## src/rtl/fifo_pkg.sv

```systemverilog
// Shared definitions for the FIFO stream reader slice.
// Holds the default data/counter widths and the width helper used to size the
// skid-buffer occupancy, skid-buffer pointers and burst beat counters.
package fifo_pkg;

  localparam int DATA_W_DEF = 32;
  localparam int CNT_W_DEF  = 16;

  // Bits needed to hold any value in 0..max_val (at least 1).
  function automatic int cnt_w(input int max_val);
    return (max_val < 2) ? 1 : $clog2(max_val + 1);
  endfunction

endpackage

```

## src/rtl/fifo_stream_reader_if.sv

```systemverilog
// Bundle of the FIFO read port and the output valid/ready stream.
// Signals:
//   fifo_empty / fifo_rdata : from the FIFO
//   fifo_re                 : read enable to the FIFO
//   m_valid/m_data/m_last   : output stream from the reader
//   m_ready                 : consumer ready
// Modports: master = the reader, slave = FIFO plus consumer side.
interface fifo_stream_reader_if
  import fifo_pkg::*;
#(
  parameter int DATA_W = DATA_W_DEF
);

  logic              fifo_empty;
  logic              fifo_re;
  logic [DATA_W-1:0] fifo_rdata;
  logic              m_valid;
  logic              m_ready;
  logic [DATA_W-1:0] m_data;
  logic              m_last;

  modport master (
    input  fifo_empty, fifo_rdata, m_ready,
    output fifo_re, m_valid, m_data, m_last
  );

  modport slave (
    output fifo_empty, fifo_rdata, m_ready,
    input  fifo_re, m_valid, m_data, m_last
  );

endinterface

```

## src/rtl/fifo_stream_reader_skid_buf.sv

```systemverilog
// skid_buf: small register FIFO that absorbs the FIFO read latency.
// Ports:
//   i_clk, i_rst : clock, synchronous active-high reset
//   i_push/i_data: write one entry at the tail
//   i_pop        : advance the head
//   o_head       : head entry (register output)
//   o_occ        : current occupancy
// Overflow/underflow are prevented by the caller's read-issue logic.
module skid_buf
  import fifo_pkg::*;
#(
  parameter  int DATA_W = DATA_W_DEF,
  parameter  int DEPTH  = 2,
  localparam int OCC_W  = cnt_w(DEPTH),
  localparam int PTR_W  = cnt_w(DEPTH - 1)
) (
  input  logic              i_clk,
  input  logic              i_rst,
  input  logic              i_push,
  input  logic [DATA_W-1:0] i_data,
  input  logic              i_pop,
  output logic [DATA_W-1:0] o_head,
  output logic [OCC_W-1:0]  o_occ
);

  logic [DATA_W-1:0] r_mem [DEPTH];
  logic [PTR_W-1:0]  r_wr_ptr;
  logic [PTR_W-1:0]  r_rd_ptr;
  logic [OCC_W-1:0]  r_occ;

  // Explicit wrap so DEPTH need not be a power of two.
  function automatic logic [PTR_W-1:0] ptr_next(input logic [PTR_W-1:0] p);
    return (p == PTR_W'(DEPTH - 1)) ? '0 : p + 1'b1;
  endfunction

  always_ff @(posedge i_clk) begin
    if (i_rst) begin
      for (int i = 0; i < DEPTH; i++) r_mem[i] <= '0;
      r_wr_ptr <= '0;
      r_rd_ptr <= '0;
      r_occ    <= '0;
    end else begin
      if (i_push) begin
        r_mem[r_wr_ptr] <= i_data;
        r_wr_ptr        <= ptr_next(r_wr_ptr);
      end
      if (i_pop) r_rd_ptr <= ptr_next(r_rd_ptr);
      case ({i_push, i_pop})
        2'b10:   r_occ <= r_occ + 1'b1;
        2'b01:   r_occ <= r_occ - 1'b1;
        default: r_occ <= r_occ;
      endcase
    end
  end

  assign o_head = r_mem[r_rd_ptr];
  assign o_occ  = r_occ;

endmodule

```

## src/rtl/fifo_stream_reader.sv

```systemverilog
// fifo_stream_reader: drains a synchronous FIFO into a valid/ready stream.
// Ports:
//   i_clk, i_rst : clock, synchronous active-high reset
//   i_en         : allow new FIFO reads (buffered/in-flight words still drain)
//   bus          : FIFO read port + output stream (master modport)
//   o_word_cnt   : transferred word count, wraps silently
// The implicit states (empty / filling / streaming / stalled) live entirely in
// the skid occupancy and the in-flight flag; no separate state register.
module fifo_stream_reader
  import fifo_pkg::*;
#(
  parameter  int DATA_W     = DATA_W_DEF,
  parameter  int SKID_DEPTH = 2,
  parameter  int BURST_LEN  = 4,
  parameter  int CNT_W      = CNT_W_DEF,
  localparam int OCC_W      = cnt_w(SKID_DEPTH),
  localparam int BEAT_W     = cnt_w(BURST_LEN - 1)
) (
  input  logic                 i_clk,
  input  logic                 i_rst,
  input  logic                 i_en,
  fifo_stream_reader_if.master bus,
  output logic [CNT_W-1:0]     o_word_cnt
);

  logic              r_inflight;
  logic [BEAT_W-1:0] r_beat;
  logic [CNT_W-1:0]  r_word_cnt;
  logic [OCC_W-1:0]  w_occ;
  logic [DATA_W-1:0] w_head;
  logic              w_pop;
  logic              w_last;
  logic [OCC_W:0]    w_fill;
  logic [OCC_W:0]    w_limit;

  assign w_pop = bus.m_valid & bus.m_ready;

  // occ + inflight - pop < SKID_DEPTH, rearranged to avoid an underflowing
  // subtraction; one extra bit keeps the sum from wrapping.
  assign w_fill  = {1'b0, w_occ} + (OCC_W + 1)'(r_inflight);
  assign w_limit = (OCC_W + 1)'(SKID_DEPTH) + (OCC_W + 1)'(w_pop);

  assign bus.fifo_re = i_en & ~bus.fifo_empty & ~i_rst & (w_fill < w_limit);

  always_ff @(posedge i_clk) begin
    if (i_rst) r_inflight <= 1'b0;
    else       r_inflight <= bus.fifo_re;
  end

  // The FIFO returns data one cycle after the accepted read; capture it then.
  skid_buf #(
    .DATA_W (DATA_W),
    .DEPTH  (SKID_DEPTH)
  ) u_skid (
    .i_clk  (i_clk),
    .i_rst  (i_rst),
    .i_push (r_inflight),
    .i_data (bus.fifo_rdata),
    .i_pop  (w_pop),
    .o_head (w_head),
    .o_occ  (w_occ)
  );

  assign bus.m_valid = (w_occ != '0);
  assign bus.m_data  = w_head;
  assign w_last      = bus.m_valid & (r_beat == BEAT_W'(BURST_LEN - 1));
  assign bus.m_last  = w_last;

  always_ff @(posedge i_clk) begin
    if (i_rst) begin
      r_beat     <= '0;
      r_word_cnt <= '0;
    end else if (w_pop) begin
      r_beat     <= w_last ? '0 : r_beat + 1'b1;
      r_word_cnt <= r_word_cnt + 1'b1;
    end
  end

  assign o_word_cnt = r_word_cnt;

endmodule

```

## src/flat_wrapper.sv

```systemverilog
// flat-port wrapper written by rule: the top's interface ports become plain ports
module fifo_stream_reader_flat import fifo_pkg::*;
#(
  parameter  int DATA_W     = DATA_W_DEF,
  parameter  int SKID_DEPTH = 2,
  parameter  int BURST_LEN  = 4,
  parameter  int CNT_W      = CNT_W_DEF,
  localparam int OCC_W      = cnt_w(SKID_DEPTH),
  localparam int BEAT_W     = cnt_w(BURST_LEN - 1)
)
  (i_clk, i_rst, i_en, o_word_cnt, bus_fifo_empty, bus_fifo_rdata, bus_m_ready, bus_fifo_re, bus_m_valid, bus_m_data, bus_m_last);
  fifo_stream_reader_if #(.DATA_W(DATA_W)) bus_i ();
  input  logic i_clk;
  input  logic i_rst;
  input  logic i_en;
  output logic [CNT_W-1:0] o_word_cnt;
  input wire logic [$bits(bus_i.fifo_empty)-1:0] bus_fifo_empty;
  input wire logic [$bits(bus_i.fifo_rdata)-1:0] bus_fifo_rdata;
  input wire logic [$bits(bus_i.m_ready)-1:0] bus_m_ready;
  output wire logic [$bits(bus_i.fifo_re)-1:0] bus_fifo_re;
  output wire logic [$bits(bus_i.m_valid)-1:0] bus_m_valid;
  output wire logic [$bits(bus_i.m_data)-1:0] bus_m_data;
  output wire logic [$bits(bus_i.m_last)-1:0] bus_m_last;
  assign bus_i.fifo_empty = bus_fifo_empty;
  assign bus_i.fifo_rdata = bus_fifo_rdata;
  assign bus_i.m_ready = bus_m_ready;
  assign bus_fifo_re = bus_i.fifo_re;
  assign bus_m_valid = bus_i.m_valid;
  assign bus_m_data = bus_i.m_data;
  assign bus_m_last = bus_i.m_last;
  fifo_stream_reader #(.DATA_W(DATA_W), .SKID_DEPTH(SKID_DEPTH), .BURST_LEN(BURST_LEN), .CNT_W(CNT_W)) u_core (.i_clk(i_clk), .i_rst(i_rst), .i_en(i_en), .bus(bus_i), .o_word_cnt(o_word_cnt));
endmodule
```

## config.mk

```make
export PLATFORM = sky130hd
export DESIGN_NAME = fifo_stream_reader_flat
export DESIGN_NICKNAME = d
export VERILOG_FILES = /design/src/rtl/fifo_pkg.sv /design/src/rtl/fifo_stream_reader_if.sv /design/src/rtl/fifo_stream_reader_skid_buf.sv /design/src/rtl/fifo_stream_reader.sv /design/src/flat_wrapper.sv
export SDC_FILE = /design/constraint.sdc
export NUM_CORES = 1
export LEC_CHECK = 0
export CORE_ASPECT_RATIO = 0.6
export CORE_UTILIZATION = 40
export CTS_CLUSTER_SIZE = 14
export DETAILED_ROUTE_END_ITERATION = 6
export PLACE_DENSITY = 0.66
export REMOVE_ABC_BUFFERS = 1
export SLEW_MARGIN = 20
export SYNTH_ARGS = -nofsm -noshare
export SYNTH_HDL_FRONTEND = slang
export SYNTH_SLANG_ARGS = --single-unit
```

## constraint.sdc

```tcl
create_clock -name i_clk -period 3.54 [get_ports i_clk]
set_clock_uncertainty 0.05 [all_clocks]
set_input_delay 0.531 -clock i_clk [delete_from_list [all_inputs] [get_ports i_clk]]
set_output_delay 0.531 -clock i_clk [all_outputs]
set_load 0.005 [all_outputs]
```

==> impl_metrics.py <==
metrics = {
    "run_status": {
        "status": "completed",
    },
    "place": {
        "portBuffers": 87,
        "dp_hpwl_um": 4830,
        "placedCellCount": 502,
        "dp_slack_ns": 0.706,
        "place.gp.congestion": 0.720,
    },
    "hold_path": {
        "hold_end": "u_core.r_beat[1]$_SDFFE_PP0P_",
        "hold_start": "u_core.r_beat[1]$_SDFFE_PP0P_",
        "holdPathStages": 2,
        "hold_path_class": "flop to flop",
    },
    "clocking": {
        "post_cts_buffers": 0,
        "clock-sinks": 88,
        "cts.clk_slew.worst_paths_ns": 0.06,
        "cts_root_buf": "clkbuf_16",
        "holdBufCountCts": 0,
        "htreeDepth": 3,
        "cts_resized": 0,
        "insertion_delay_ns": 0.34,
        "cts_buffer_depth": 2,
        "cts_tree": "yes",
        "cts_inserted_buffers": 9,
    },
    "cells_and_area": {
        "synthToLayoutAreaGrowth_pct": 34.2,
        "diodes": 0,
        "nFillCells": 805,
        "drive_gt1_frac": 0.160,
        "final_cells": 518,
        "final_common_cell": "clkdlybuf4s50_1",
        "final_cell_mix": "clkdlybuf4s50_1 (87), and2_1 (65), edfxtp_1 (64), mux2_2 (33), dfxtp_1 (23)",
        "finalNetCount": 425,
    },
    "global_routing": {
        "overflow": 0,
        "antenna_found_initial": 0,
        "grt_usage": 0.165,
        "grt_pass1_wl_um": 12100,
        "grt_pass1_vias": 2305,
        "grt_start_max_net_pins": 33,
    },
    "critical_path": {
        "required_ns": 2.96,
        "arrival_ns": 2.30,
        "max_stage_delay_ns": 0.51,
        "rr_startpoint": "u_core.u_skid.o_occ[0]$_SDFFE_PP0P_",
        "cp_max_fo": 6,
        "r2r_cells": 5,
        "crit_family": "buffers and inverters",
        "rr_endpoint": "u_core.u_skid.o_occ[1]$_SDFFE_PP0P_",
        "cp.depth": 5,
        "cp_cell_sequence": "clkdlybuf4s50_1 > o21ai_0 > o21ai_0 > and4b_1 > clkdlybuf4s50_1",
        "critPathSlowestCell": "clkdlybuf4s50_1",
        "endpoint_kind": "primary output",
        "reg2reg_slack_ns": 1.06,
        "start_kind": "input port",
        "path_class": "input port to primary output",
        "critical_path_buf_inv_count": 2,
    },
    "route": {
        "m1WireLength_um": 3850,
        "viasPerCell": 4.70,
        "first_pass_iters": 4,
        "wl_met3_um": 369,
        "vias": 2434,
        "totalWireLength_um": 7590,
        "first_iter_violations": 131,
        "drc": 0,
        "dr.max_layer_used": "met4",
        "wire_per_inst_um": 14.7,
        "wl_met2_um": 3300,
        "postRouteAntennaNets": 0,
    },
    "logic_synthesis": {
        "seq_area_frac_synth": 0.626,
        "synth_warnings": 0,
        "netlist_instances": 296,
        "ys_types": 35,
        "syn_avg_cell_area_um2": 13.0,
        "synth_seq_cells": 88,
        "synthFlopType": "edfxtp_1",
        "synth_edf_count": 64,
        "syn_area_mm2": 0.00384,
        "synth-async-reset-ratio": 0,
    },
    "power_and_ir_drop": {
        "p_sw_mw": 0.550,
        "switching_share": 0.222,
        "combinationalPowerShare": 0.139,
        "ir_drop_mv": 0.240,
        "p_clk_frac": 0.371,
        "p_per_area_mw_per_mm2": 481,
        "p_int_mw": 1.93,
        "power_mw": 2.48,
        "power.leakage_nw": 1.87,
        "p_seq_frac": 0.490,
    },
    "floorplan": {
        "die_area_mm2": 0.0100,
        "num_io_pins": 88,
        "die_w_um": 128,
        "num_rows": 27,
        "core_area_mm2": 0.00926,
        "initial_core_util": 0.415,
        "die_y_um": 77.9,
    },
    "sta": {
        "report.final.setup_viol": 0,
        "setup_slack_ns": 0.664,
        "tightest_slew_ns": 0.988,
        "relSlewSlack": 0.340,
        "post-route-period-util": 0.813,
        "slew_violations": 0,
        "rsz0062_at_grt": "false",
        "hold_viol": 0,
        "fin_crit_ns": 2.88,
        "fin_tns_setup_ns": 0,
        "fmax_mhz": 348,
    },
    "run": {
        "cap_violations": 0,
    },
}
## cell type report
type	count	area, µm²	area share
Tap cell	130	163	0.0316
Sequential cell	88	2400	0.467
Inverter	4	15.0	0.00292
Timing Repair Buffer	90	893	0.173
Multi-Input combinational cell	190	1390	0.269
Clock inverter	7	62.6	0.0121
Clock buffer	9	225	0.0437
## logic make-up (layout without fill, tap and decap cells)
group | after synthesis | count (layout) | synth area share
AO/OA/AOI/OAI | 18 | 18 | 0.0290
XOR/XNOR | 14 | 14 | 0.0320
adder cells (fa/ha/maj) | 5 | 5 | 0.0163
buffers and inverters | 18 | 110 | 0.0179
flip-flops | 88 | 88 | 0.626
multiplexers | 33 | 33 | 0.0968
AND/OR/NAND/NOR | 120 | 120 | 0.182
## worst max-delay path by stage
stage,from,end
finish,bus_m_ready,bus_fifo_re
global route,bus_m_ready,bus_fifo_re
CTS,bus_m_ready,bus_fifo_re
detailed placement,bus_m_ready,bus_fifo_re
global placement,bus_m_ready,bus_fifo_re
floorplan,i_rst,u_core.u_skid.r_mem[1][0]$_SDFFCE_PN0P_
## worst reg2reg max path: stages (launching register included)
cell and delay, ns:
dfxtp_1 0.39, o21ai_0 0.59, clkinv_1 0.43, ha_1 0.43, or3_1 0.37, a21oi_1 0.15
## routing by layer
layer	GRT usage	vias to the layer above
li1	-	1216
met1	0.234	1149
met2	0.232	61
met3	0.0600	8
met4	0.0565	0
met5	0	-
## sequential cells by signal, summed over array words and instances (netlist names), named ones only
signal                  count
u_core.u_skid.r_rd_ptr      1
u_core.u_skid.r_wr_ptr      1
u_core.u_skid.o_occ         2
u_core.r_beat               2
u_core.r_inflight           1
u_core.o_word_cnt          16
u_core.u_skid.r_mem        64
## power groups by stage
stage	Combinational (mW)	Sequential, mW	Clock [mW]
finish	0.345	1.21	0.918
global route	0.375	1.22	0.984
floorplan	0.152	1.22	0
CTS	0.350	1.22	0.944
global placement	0.345	1.24	0
detailed placement	0.347	1.24	0
## synth_stat cells (4+ instances only)
cell      number  area share
xnor2_1        9       0.021
a21oi_1        8       0.010
and2_1        65        0.11
nor3_1         4      0.0052
ha_1           5       0.016
edfxtp_1      64        0.50
clkbuf_1       9      0.0088
dfxtp_1       24        0.13
o21ai_0        4      0.0052
nand4_1        4      0.0065
nand2_1        9      0.0088
xor2_1         5       0.011
nor2_1        17       0.017
mux2_2        33       0.097
buf_1          4      0.0039
## metrics by stage
stage | util | hold WS, ns | instance area [µm²]
final | 0.556 | 0.420 | 5150
after global routing | 0.556 | 0.439 | 5150
after CTS | 0.556 | 0.423 | 5150
after detailed placement | 0.525 | 0.413 | 4860
after global placement | 0.525 | 0.401 | 4860
after floorplan | - | 0.384 | 3780
Note: power is estimated with default switching activity, not from simulation.
